`src/rtl/inst_loader_pkg.sv`:
```
// Shared types and constants for the instruction-memory loader.
// Covers the loader FSM encoding, the frame layout and the header range check.
package inst_loader_pkg;

  localparam int LOAD_HDR_BYTES  = 2;
  localparam int LOAD_WORD_BYTES = 4;
  localparam int IM_ADDR_W       = 10;

  typedef logic [31:0]          inst_t;
  typedef logic [IM_ADDR_W-1:0] im_addr_t;

  typedef enum logic [2:0] {
    S_HDR0  = 3'd0,
    S_HDR1  = 3'd1,
    S_WORD  = 3'd2,
    S_WRITE = 3'd3,
    S_DONE  = 3'd4,
    S_ERR   = 3'd5
  } loader_state_e;

  // True when a header word count cannot fit in an instruction memory of 'limit' words.
  function automatic logic count_exceeds(input logic [15:0] n, input int unsigned limit);
    return {16'd0, n} > limit;
  endfunction

endpackage

```
`src/rtl/inst_loader_byte_assembler.sv`:
```
// Big-endian 4-byte shift register that builds one instruction from the byte stream.
// word_full marks that the next shifted byte completes the word.
module byte_assembler
  import inst_loader_pkg::*;
(
  input  logic       clk,
  input  logic       rst_n,
  input  logic       clr,
  input  logic       shift_en,
  input  logic [7:0] byte_in,
  output inst_t      word,
  output logic       word_full
);

  inst_t      shreg_r;
  logic [1:0] bidx_r;

  // Shift register and byte index; the 2-bit index wraps to zero after the 4th byte.
  always_ff @(posedge clk) begin
    if (!rst_n) begin
      shreg_r <= 32'd0;
      bidx_r  <= 2'd0;
    end else if (clr) begin
      shreg_r <= 32'd0;
      bidx_r  <= 2'd0;
    end else if (shift_en) begin
      shreg_r <= {shreg_r[23:0], byte_in};
      bidx_r  <= bidx_r + 2'd1;
    end else begin
      shreg_r <= shreg_r;
      bidx_r  <= bidx_r;
    end
  end

  assign word      = shreg_r;
  assign word_full = (bidx_r == 2'(LOAD_WORD_BYTES - 1));

endmodule

```
`src/rtl/inst_loader.sv`:
```
// Frame loader: header word count, then big-endian instructions written one per en pulse.
// Keeps the core in reset until the frame is complete plus a short release delay.
module inst_loader
  import inst_loader_pkg::*;
#(
  parameter int IM_DEPTH      = 1024,
  parameter int ADDR_W        = 10,
  parameter int RELEASE_DELAY = 4
) (
  input  logic              cpu_clk_50M,
  input  logic              cpu_rst_n,
  input  logic              load_start,
  input  logic              byte_valid,
  input  logic [7:0]        byte_data,
  output logic              byte_ready,
  output logic              en,
  output logic [31:0]       outer_inst,
  output logic [ADDR_W-1:0] wr_addr,
  output logic              core_rst_n,
  output logic              load_done,
  output logic              load_err
);

  localparam logic [3:0]        DLY_LAST = 4'(RELEASE_DELAY - 1);
  localparam logic [ADDR_W-1:0] ADDR_ONE = ADDR_W'(1);

  loader_state_e     state_r;
  logic [15:0]       cnt_r;
  logic [15:0]       words_r;
  logic [3:0]        dly_r;
  logic [ADDR_W-1:0] wr_addr_r;
  logic              byte_ready_r;
  logic              en_r;
  logic              core_rst_n_r;
  logic              load_done_r;
  logic              load_err_r;

  logic              xfer_s;
  logic [15:0]       hdr_s;
  logic              asm_clr_s;
  logic              asm_shift_s;
  logic              word_full_s;
  inst_t             asm_word_s;

  assign xfer_s      = byte_valid & byte_ready_r;
  assign hdr_s       = {cnt_r[15:8], byte_data};
  assign asm_clr_s   = xfer_s && (state_r == S_HDR1);
  assign asm_shift_s = xfer_s && (state_r == S_WORD);

  byte_assembler u_asm (
    .clk       (cpu_clk_50M),
    .rst_n     (cpu_rst_n),
    .clr       (asm_clr_s),
    .shift_en  (asm_shift_s),
    .byte_in   (byte_data),
    .word      (asm_word_s),
    .word_full (word_full_s)
  );

  // Loader FSM with word counter, release-delay counter and all registered outputs.
  always_ff @(posedge cpu_clk_50M) begin
    if (!cpu_rst_n) begin
      state_r      <= S_HDR0;
      cnt_r        <= 16'd0;
      words_r      <= 16'd0;
      dly_r        <= 4'd0;
      wr_addr_r    <= '0;
      byte_ready_r <= 1'b0;
      en_r         <= 1'b0;
      core_rst_n_r <= 1'b0;
      load_done_r  <= 1'b0;
      load_err_r   <= 1'b0;
    end else begin
      en_r <= 1'b0;
      case (state_r)
        S_HDR0: begin
          byte_ready_r <= 1'b1;
          if (xfer_s) begin
            cnt_r[15:8] <= byte_data;
            state_r     <= S_HDR1;
          end
        end
        S_HDR1: begin
          if (xfer_s) begin
            cnt_r[7:0] <= byte_data;
            wr_addr_r  <= '0;
            words_r    <= 16'd0;
            if (hdr_s == 16'd0) begin
              state_r      <= S_DONE;
              byte_ready_r <= 1'b0;
              load_done_r  <= 1'b1;
              dly_r        <= 4'd0;
            end else if (count_exceeds(hdr_s, IM_DEPTH)) begin
              state_r      <= S_ERR;
              byte_ready_r <= 1'b0;
              load_err_r   <= 1'b1;
            end else begin
              state_r <= S_WORD;
            end
          end
        end
        S_WORD: begin
          // The write strobe is raised on the same edge that takes the 4th byte.
          if (xfer_s && word_full_s) begin
            state_r      <= S_WRITE;
            byte_ready_r <= 1'b0;
            en_r         <= 1'b1;
          end
        end
        S_WRITE: begin
          if (words_r == cnt_r - 16'd1) begin
            state_r     <= S_DONE;
            load_done_r <= 1'b1;
            dly_r       <= 4'd0;
          end else begin
            state_r      <= S_WORD;
            byte_ready_r <= 1'b1;
            wr_addr_r    <= wr_addr_r + ADDR_ONE;
            words_r      <= words_r + 16'd1;
          end
        end
        S_DONE: begin
          if (load_start) begin
            state_r      <= S_HDR0;
            byte_ready_r <= 1'b1;
            load_done_r  <= 1'b0;
            core_rst_n_r <= 1'b0;
            wr_addr_r    <= '0;
          end else if (!core_rst_n_r) begin
            if (dly_r == DLY_LAST) begin
              core_rst_n_r <= 1'b1;
            end else begin
              dly_r <= dly_r + 4'd1;
            end
          end
        end
        S_ERR: begin
          core_rst_n_r <= 1'b0;
          if (load_start) begin
            state_r      <= S_HDR0;
            byte_ready_r <= 1'b1;
            load_err_r   <= 1'b0;
            wr_addr_r    <= '0;
          end
        end
        default: begin
          state_r      <= S_HDR0;
          byte_ready_r <= 1'b0;
          core_rst_n_r <= 1'b0;
          load_done_r  <= 1'b0;
          load_err_r   <= 1'b0;
        end
      endcase
    end
  end

  assign byte_ready = byte_ready_r;
  assign en         = en_r;
  assign outer_inst = asm_word_s;
  assign wr_addr    = wr_addr_r;
  assign core_rst_n = core_rst_n_r;
  assign load_done  = load_done_r;
  assign load_err   = load_err_r;

endmodule

```
`config.mk`:
```
export PLATFORM = sky130hd
export DESIGN_NAME = inst_loader
export DESIGN_NICKNAME = d
export VERILOG_FILES = /design/src/rtl/inst_loader_pkg.sv /design/src/rtl/inst_loader_byte_assembler.sv /design/src/rtl/inst_loader.sv
export SDC_FILE = /design/constraint.sdc
export NUM_CORES = 1
export LEC_CHECK = 0
export BUFFER_PORTS_ARGS = -buffer_cell sky130_fd_sc_hd__buf_4
export CAP_MARGIN = 25
export CORE_MARGIN = 5
export CORE_UTILIZATION = 62
export DETAILED_ROUTE_END_ITERATION = 10
export HOLD_SLACK_MARGIN = 0.03
export PLACE_DENSITY = 0.88
export SETUP_SLACK_MARGIN = 0.05
export SYNTH_ARGS = -nofsm -noshare
export SYNTH_HDL_FRONTEND = slang
export SYNTH_SLANG_ARGS = --single-unit
```
`constraint.sdc`:
```
create_clock -name cpu_clk_50M -period 6.2 [get_ports cpu_clk_50M]
set_input_delay 0.62 -clock cpu_clk_50M [delete_from_list [all_inputs] [get_ports cpu_clk_50M]]
set_output_delay 0.62 -clock cpu_clk_50M [all_outputs]
set_load 0.005 [all_outputs]
```
### Word-level counts from Yosys, hierarchy flattened

Index checks and enable logic that the tools add are counted.

| storage, ports and cells | value |
|---|---|
| bits in registers | 88 |
| latch bits | 0 |
| bits in writable memories | 0 |
| ROM bits | 0 |
| bits of input ports | 12 |
| output and inout bits | 47 |
| logic and storage cells | 112 |
| memories | 0 |

| operators by class | value |
|---|---|
| add/subtract/negate cells | 5 |
| multipliers | 0 |
| divide/modulo/power cells | 0 |
| order comparisons | 1 |
| eq/ne operators | 23 |
| shift-type cells | 0 |
| mux-type cells | 43 |
| bitwise logic cells | 4 |
| reductions and logical operators | 23 |

Operator list:

| cell | number |
|---|---|
| $mux 16 | 2 |
| $pmux 16 s2 | 1 |
| $mux 10 | 3 |
| $pmux 10 s3 | 1 |
| $mux 4 | 6 |
| $mux 3 | 7 |
| $ne 2x2->1 const B | 10 |
| $mux 1 | 17 |
| $add 16x1->16 const B | 1 |
| $eq 16x16->1 | 1 |
| $gt 16x11->1 const B | 1 |
| $logic_not 16->1 | 1 |
| $sub 16x1->16 const B | 1 |
| $pmux 3 s5 | 1 |
| $reduce_and 5->1 | 3 |
| $pmux 4 s3 | 1 |
| $add 10x1->10 const B | 1 |
| $ne 2x1->1 const B | 4 |
| $reduce_and 4->1 | 2 |
| $reduce_or 4->1 | 2 |
| $reduce_and 7->1 | 1 |
| $eq 3x2->1 const B | 2 |
| $eq 3x3->1 const B | 2 |
| $reduce_and 2->1 | 3 |
| other kinds (19) | 25 |

### Longest topological paths before layout

Gate-level depths: netlist of the first run.

| logic depth | value |
|---|---|
| word-level depth | 5 |
| mapped depth | 11 |
| gate-level depth less buffers | 10 |

### By module

A second synthesis of the first run with hierarchy kept.

| second synthesis, totals | value |
|---|---|
| cell total of the unflattened synthesis | 527 |
| area total of the unflattened synthesis | 4,647.0 um^2 |

By module, submodules not included:

| module | times used | cells an instance | area an instance (um^2) | sequential area each (um^2) |
|---|---|---|---|---|
| inst_loader | 1 | 415 | 3,387.0 | 1,081.0 |
| byte_assembler | 1 | 112 | 1,260.0 | 680.7 |

### Worst setup path before layout of the first run

OpenSTA, ideal clock, no wires.

| timing | value |
|---|---|
| path kind | reg-to-reg |
| start point | reg cnt_r[2] |
| end point | reg words_r[2] |
| setup time | 0.116 ns |
| arrival | 2.717 ns |
| required time | 6.084 ns |
| path slack | 3.367 ns |
| cell stages (with the launch flop) | 11 |
| buffers on the path | 3 |
| clock period less this slack | 2.833 ns |
| path through | dfxtp_1 clkbuf_2 or4_1 buf_2 or4_4 o32ai_2 o22ai_2 a2111oi_4 o21ai_4 buf_2 a31o_2 |

| between the ends | value |
|---|---|
| longest elaborated chain between the ends | 4 |

RTL lines:

| item | RTL line | RTL |
|---|---|---|
| start, declared | inst_loader.sv:28 | `logic [15:0] cnt_r;` |
| start signal, assigned | inst_loader.sv:85 | `cnt_r[7:0] <= byte_data;` |
| $sub 16x1->16 | inst_loader.sv:111 | `if (words_r == cnt_r - 16'd1) begin` |
| $eq 16x16->1 | inst_loader.sv:111 |  |
| $ne 2x2->1 (no source line) | - |  |
| $reduce_and 3->1 (no source line) | - |  |
| end signal, assigned | inst_loader.sv:119 | `words_r <= words_r + 16'd1;` |
| end, declared | inst_loader.sv:29 | `logic [15:0] words_r;` |

Every way passes these cells.
A chain may end at the register's enable or synchronous reset.

### Final worst setup path of the first run

| timing | value |
|---|---|
| start point | reg cnt_r[0] |
| end point | reg words_r[8] |

The elaborated chain is that of the path after synthesis.

==> results of run 1 <==
[cells by family after synthesis]
kind of cell	Yosys count
adders and majority gates	5
and+or+nand+nor	254
AOI/OAI and AO/OA	129
xor gates and xnor gates	23
buffers and inverters	47
muxes	16
DFF	88
[sequential cells by signal (all words and copies together), names as in the netlist]
name          flops
dly_r             4
u_asm.word       32
load_err          1
cnt_r            16
en                1
state_r           3
load_done         1
words_r          16
core_rst_n        1
wr_addr          10
u_asm.bidx_r      2
byte_ready        1
[stage by stage]
step | instances | power, mW | setup WS, ps
6_report | 706 | 1.12 | 2500
5_1_grt | 706 | 1.17 | 2090
4_1_cts | 706 | 1.12 | 2570
3_5_place_dp | 690 | 0.747 | 2600
3_3_place_gp | 688 | 0.742 | 2730
2_1_floorplan | 562 | 0.708 | 3370
[critical path: stages (launching register included)]
cell	delay, ps
sky130_fd_sc_hd__dfxtp_1	360
sky130_fd_sc_hd__inv_1	70
sky130_fd_sc_hd__ha_1	170
sky130_fd_sc_hd__nor3b_1	810
sky130_fd_sc_hd__a21oi_1	190
sky130_fd_sc_hd__nor2b_1	180
sky130_fd_sc_hd__o211ai_1	160
sky130_fd_sc_hd__a2111oi_4	890
sky130_fd_sc_hd__o21ai_4	340
sky130_fd_sc_hd__a311oi_1	350
sky130_fd_sc_hd__a41o_1	120
[synthesized netlist by cell type, drive strengths merged (5+ instances only)]
| library cell | n |
|---|---|
| nand2 | 113 |
| dfxtp | 88 |
| a21oi | 71 |
| nor2 | 44 |
| clkbuf | 26 |
| nand3 | 17 |
| mux2i | 16 |
| and3 | 14 |
| xnor2 | 14 |
| inv | 13 |
| o21ai | 12 |
| nor3 | 11 |
| xor2 | 9 |
| nor2b | 8 |
| nor4 | 8 |
| a211oi | 7 |
| buf | 7 |
| a21o | 6 |
| or3 | 6 |
| a31oi | 5 |
| ha | 5 |
| nand2b | 5 |
| nand4 | 5 |
[report_power, final]
group	leakage, nW	total (mW)	internal, mW	switching (mW)
Combinational	1.23	0.144	0.0595	0.0841
Sequential	0.710	0.593	0.575	0.0189
Clock	0.0867	0.385	0.154	0.231
Total	2.03	1.12	0.788	0.334
[path summary, 6_finish.rpt]
kind	from	to	cells after the start
max	cnt_r[0]$_SDFFE_PN0P_	words_r[8]$_SDFFE_PN0P_	10
min	u_asm.word[26]$_SDFFE_PP0P_	u_asm.word[26]$_SDFFE_PP0P_	2
max reg2reg	cnt_r[0]$_SDFFE_PN0P_	words_r[8]$_SDFFE_PN0P_	10
min reg2reg	u_asm.word[26]$_SDFFE_PP0P_	u_asm.word[26]$_SDFFE_PP0P_	2
[cell type report]
class | count | share of cell area [%]
sequential | 88 | 34.3
clock buffer | 9 | 2.41
tap | 99 | 2.41
multi-input combinational | 427 | 49.1
timing repair buffer | 62 | 9.44
inverter | 14 | 1.02
clock inverter | 7 | 1.31
[routing by layer]
layer,share of wire [%],routed length (um),track usage [%],vias to the layer above
li1,-,-,-,2045
met1,44,4770,33.4,2003
met2,47,5130,38.6,149
met3,8.1,890,6.29,12
met4,1.4,157,7.81,0
met5,0,0,0,-
==> results.json, run 1 <==
{
  "power_density_nw_per_um2": 218,
  "async_flop_share_pct": 0,
  "cts-buffers-inserted": 9,
  "synthCells": 562,
  "syn_area_um2": 4480,
  "overflow": 0,
  "synthSimpleGateAreaFrac_pct": 27.6,
  "pin_count": 59,
  "worst_slew_margin_rel_pct": 30.1,
  "area.growth.synth_to_final_pct": 14.8,
  "timing.critical_path.to_type": "flip-flop",
  "most-common-layout-cells": "sky130_fd_sc_hd__nand2_1 (113), sky130_fd_sc_hd__dfxtp_1 (88), sky130_fd_sc_hd__a21oi_1 (69), sky130_fd_sc_hd__buf_4 (61), sky130_fd_sc_hd__nor2_1 (44)",
  "root_buffer": "sky130_fd_sc_hd__clkbuf_8",
  "first_global_vias": 3784,
  "cts_setup_buffers": 0,
  "grt.total_usage_pct": 24.7,
  "fp.dieW_um": 95.0,
  "avgRoutedWirePerCell_um": 15.5,
  "ir_drop_uv": 139,
  "yosys_most_used_dff": "sky130_fd_sc_hd__dfxtp_1",
  "h-tree-depth": 3,
  "rsz0062_at_grt": "false",
  "timing_worst_setup_path_type": "flip-flop to flip-flop",
  "finalSetupViolCount": 0,
  "critPathLaunchType": "flip-flop",
  "via_count": 4209,
  "layout.filler_cells": 578,
  "layout.nets": 619,
  "dpl_cell_area_um2": 4950,
  "netlist.top_cell.by_area": "sky130_fd_sc_hd__dfxtp_1",
  "global_route_wire_length_before_repair_um": 17900,
  "dpl.hpwl_um": 7770,
  "yosys.cell_types.count": 64,
  "tritoncts": "built",
  "arrival_ps": 4000,
  "die_h_um": 95.0,
  "postSynthAreaPerCell_um2": 7.97,
  "finalWorstPathRequiredPeriod_ps": 3700,
  "drive_gt1_share_pct": 16.3,
  "multi_input_logic_area_um2": 2520,
  "worstSkewPairLatency_ps": 370,
  "drt_drc_violations_left": 0,
  "detail_route.vias_per_cell": 5.96,
  "most_common_cell_after_layout_fill_and_taps_aside": "sky130_fd_sc_hd__nand2_1",
  "antenna_violating_nets_post_route": 0,
  "ff_latch_area_um2": 1760,
  "worstHoldPathType": "flip-flop to flip-flop",
  "fp-row-count": 31,
  "portBuffers": 58,
  "drt_first_iter_violations": 237,
  "leakage_nw": 2.03,
  "setup_tns_ps": 0,
  "clock_path_buffers": 2,
  "finish.utilization_pct": 72.0,
  "synth_compound_area_share_pct": 19.2,
  "finalInstanceArea_um2": 5140,
  "synth_edf_count": 0,
  "required_ps": 6500,
  "r2r_setup_slack_ps": 2500,
  "initial_core_util_pct": 62.7,
  "core_area_um2": 7140,
  "worst_hold_slack_ps": 462,
  "initial_antenna_violation_count": 0,
  "synth_nets": 579,
  "place.gp.congestion": 0.875,
  "slew_viol_final": 0,
  "crit_fanout": 26,
  "xor_and_xnor_fraction_of_the_mapped_netlist_area_pct": 4.50,
  "synthDominantCellAreaShare_pct": 39.3,
  "synth-seq-area-share_pct": 39.3,
  "synth_fa_ha_area_share_pct": 1.40,
  "synthMuxAreaShare_pct": 3.58,
  "grt_start_max_net_pins": 46,
  "maximum_capacitance_violations": 0,
  "cts.sink_count": 88,
  "die-area_um2": 9020,
  "synthesis.yosys.warnings": 0,
  "synth_top_family_by_area": "simple AND/OR/NAND/NOR gates",
  "diodes": 0,
  "number_of_buffers_inserted_for_hold_repair_after_clock_tree_synthesis": 0,
  "synth_top_cells_by_area": "sky130_fd_sc_hd__dfxtp_1 (39%), sky130_fd_sc_hd__nand2_1 (9.5%), sky130_fd_sc_hd__a21oi_1 (7.7%)",
  "fin_crit_sh_pct": 59.7,
  "finalWirelength_um": 10900,
  "ys_seq_elements": 88,
  "max_freq_mhz": 270,
  "worst_pin_slew_ps": 1050,
  "run_status": "finished clean",
  "number_of_gates_resized_after_cts": 0,
  "clk_pin_slew_ps": 100,
  "drt_pre_antenna_iters": 5,
  "hold_viol_final": 0,
  "clock_skew_ps": 15.8
}
Note: power is estimated with default switching activity, not from simulation.
==> run 2, diff against run 1 <==
--- a/config.mk
+++ b/config.mk
@@ -8,10 +8,10 @@
 export BUFFER_PORTS_ARGS = -buffer_cell sky130_fd_sc_hd__buf_4
 export CAP_MARGIN = 25
 export CORE_MARGIN = 5
-export CORE_UTILIZATION = 62
+export CORE_UTILIZATION = 58
 export DETAILED_ROUTE_END_ITERATION = 10
 export HOLD_SLACK_MARGIN = 0.03
-export PLACE_DENSITY = 0.88
+export PLACE_DENSITY = 0.83
 export SETUP_SLACK_MARGIN = 0.05
 export SYNTH_ARGS = -nofsm -noshare
 export SYNTH_HDL_FRONTEND = slang
==> constraint.sdc (replaced) <==
create_clock -name cpu_clk_50M -period 3.6 [get_ports cpu_clk_50M]
set_input_delay 0.36 -clock cpu_clk_50M [delete_from_list [all_inputs] [get_ports cpu_clk_50M]]
set_output_delay 0.36 -clock cpu_clk_50M [all_outputs]
set_load 0.005 [all_outputs]
==> run 2 against run 1 <==
- utilization shrank 4.0 points
- critical path depth shrank 2
- non-clock buffer count grew 5
- total power grew 74%
- clock power grew 75%
- flip-flop and latch count is the same
- combinational power grew 74%
- clock skew shrank 5.6 ps
- largest cell class unchanged
==> results.json, run 2 (synthesized netlist as in run 1, its figures left out) <==
{
  "clock_skew_ps": 10.2,
  "layout.filler_cells": 618,
  "worst_pin_slew_ps": 774,
  "leakage_nw": 2.07,
  "drt_first_iter_violations": 258,
  "max_stage_delay_ps": 690,
  "timing.rr.start": "cnt_r[0]$_SDFFE_PN0P_",
  "core_area_um2": 7610,
  "crit_path_cell_trace": "or4_1 -> or4_4 -> and4_1 -> o22ai_2 -> a2111oi_4 -> o21ai_4 -> a311oi_1 -> a41o_1",
  "cts_setup_buffers": 0,
  "initial_core_util_pct": 58.9,
  "finalWorstPathRequiredPeriod_ps": 3110,
  "worst_slew_margin_rel_pct": 48.3,
  "finalWorstSetupSlack_ps": 493,
  "pin_count": 59,
  "dpl.hpwl_um": 7570,
  "drt_pre_antenna_iters": 5,
  "portBuffers": 58,
  "crit_fanout": 26,
  "slew_viol_final": 0,
  "cp.buffers_inverters": 0,
  "fin_crit_sh_pct": 86.3,
  "die_h_um": 97.9,
  "crit_path_start": "cnt_r[0]$_SDFFE_PN0P_",
  "fp-row-count": 32,
  "finalSetupViolCount": 0,
  "drt_drc_violations_left": 0,
  "hold_start": "byte_data[7]",
  "fp.dieW_um": 97.9,
  "first_global_vias": 3935,
  "die-area_um2": 9580,
  "multi_input_logic_area_um2": 2520,
  "rsz0062_at_grt": "false",
  "clk_pin_slew_ps": 100,
  "layout.nets": 624,
  "number_of_gates_resized_after_cts": 0,
  "critPathTopFamily": "simple AND/OR/NAND/NOR gates",
  "most-common-layout-cells": "sky130_fd_sc_hd__nand2_1 (113), sky130_fd_sc_hd__dfxtp_1 (88), sky130_fd_sc_hd__a21oi_1 (69), sky130_fd_sc_hd__buf_4 (66), sky130_fd_sc_hd__nor2_1 (44)",
  "ff_latch_area_um2": 1760,
  "largest_register_ffs": 32,
  "finalWirelength_um": 10800,
  "number_of_buffers_inserted_for_hold_repair_after_clock_tree_synthesis": 0,
  "ir_drop_uv": 239,
  "initial_antenna_violation_count": 0,
  "tritoncts": "built",
  "drive_gt1_share_pct": 16.8,
  "h-tree-depth": 3,
  "finish.utilization_pct": 68.1,
  "via_count": 4171,
  "worst_hold_slack_ps": 258,
  "run_status": "finished clean",
  "timing_worst_setup_path_type": "flip-flop to flip-flop",
  "cts.sink_count": 88,
  "place.gp.congestion": 0.944,
  "required_ps": 3870,
  "dp_slack_ps": 529,
  "cts-buffers-inserted": 9,
  "worstSkewPairLatency_ps": 370,
  "global_route_wire_length_before_repair_um": 18500,
  "overflow": 0,
  "antenna_violating_nets_post_route": 0,
  "detail_route.vias_per_cell": 5.84,
  "avgRoutedWirePerCell_um": 15.1,
  "grt_start_max_net_pins": 36,
  "maximum_capacitance_violations": 0,
  "root_buffer": "sky130_fd_sc_hd__clkbuf_8",
  "clock_path_buffers": 2,
  "critPathLaunchType": "flip-flop",
  "diodes": 0,
  "grt.total_usage_pct": 22.9,
  "setup_tns_ps": 0,
  "worstHoldPathType": "input pin to flip-flop",
  "max_freq_mhz": 322,
  "area.growth.synth_to_final_pct": 15.6,
  "timing.critical_path.to_type": "flip-flop",
  "cell_at_the_slowest_stage_of_the_critical_path": "sky130_fd_sc_hd__or4_1",
  "most_common_cell_after_layout_fill_and_taps_aside": "sky130_fd_sc_hd__nand2_1",
  "power_density_nw_per_um2": 376,
  "arrival_ps": 3380,
  "hold_viol_final": 0
}
## run 2: changes by cell type in the layout (fill, tap and decap cells not counted)
cell,previous run,this run
sky130_fd_sc_hd__inv_8,1,3
sky130_fd_sc_hd__nor3_2,2,1
sky130_fd_sc_hd__clkinv_8,1,0
sky130_fd_sc_hd__clkinv_4,1,2
sky130_fd_sc_hd__buf_4,61,66
sky130_fd_sc_hd__inv_6,1,2
sky130_fd_sc_hd__nor3_1,8,9
sky130_fd_sc_hd__clkinvlp_4,3,0
## run 2: worst min-delay path, delay by kind of cell
kind / cells / cell delay, ps
simple gates: 1 / 50
buf+inv: 1 / 130
compound gates: 1 / 50
## run 2: path summary, 6_finish.rpt
check        cells past startpoint                           to  slack [ps]
min reg2reg                      2  u_asm.word[30]$_SDFFE_PP0P_         460
max reg2reg                      8      words_r[8]$_SDFFE_PN0P_         490
min                              3   u_asm.word[7]$_SDFFE_PP0P_         260
max                              8      words_r[8]$_SDFFE_PN0P_         490
## run 2: stage by stage
step	instance area (um^2)	total power, mW	cells
5_1_grt	5180	2.04	714
6_report	5180	1.95	714
3_5_place_dp	4950	1.29	696
2_1_floorplan	4480	1.22	562
3_3_place_gp	4950	1.28	696
4_1_cts	5140	1.96	712
## run 2: final cells by class
type                       count  share of cell area [%]
clock buffer                   9                    2.39
clock inverter                 7                    1.33
inverter                      14                    1.01
multi-input combinational    427                    48.7
sequential                    88                    34.0
tap                          102                    2.46
timing repair buffer          67                    10.1
## run 2: power by group
group	leakage, nW	switching, mW	internal (mW)
Sequential	0.710	0.0325	0.989
Clock	0.100	0.401	0.273
Combinational	1.26	0.146	0.105
Total	2.07	0.580	1.37
## run 2: metal layers
layer | track usage (%) | vias up | share of wire, %
met3 | 5.21 | 17 | 6.9
met1 | 31.5 | 1961 | 44
met5 | 0 | - | 0
met4 | 8.09 | 0 | 1.6
li1 | - | 2059 | -
met2 | 35.5 | 134 | 47
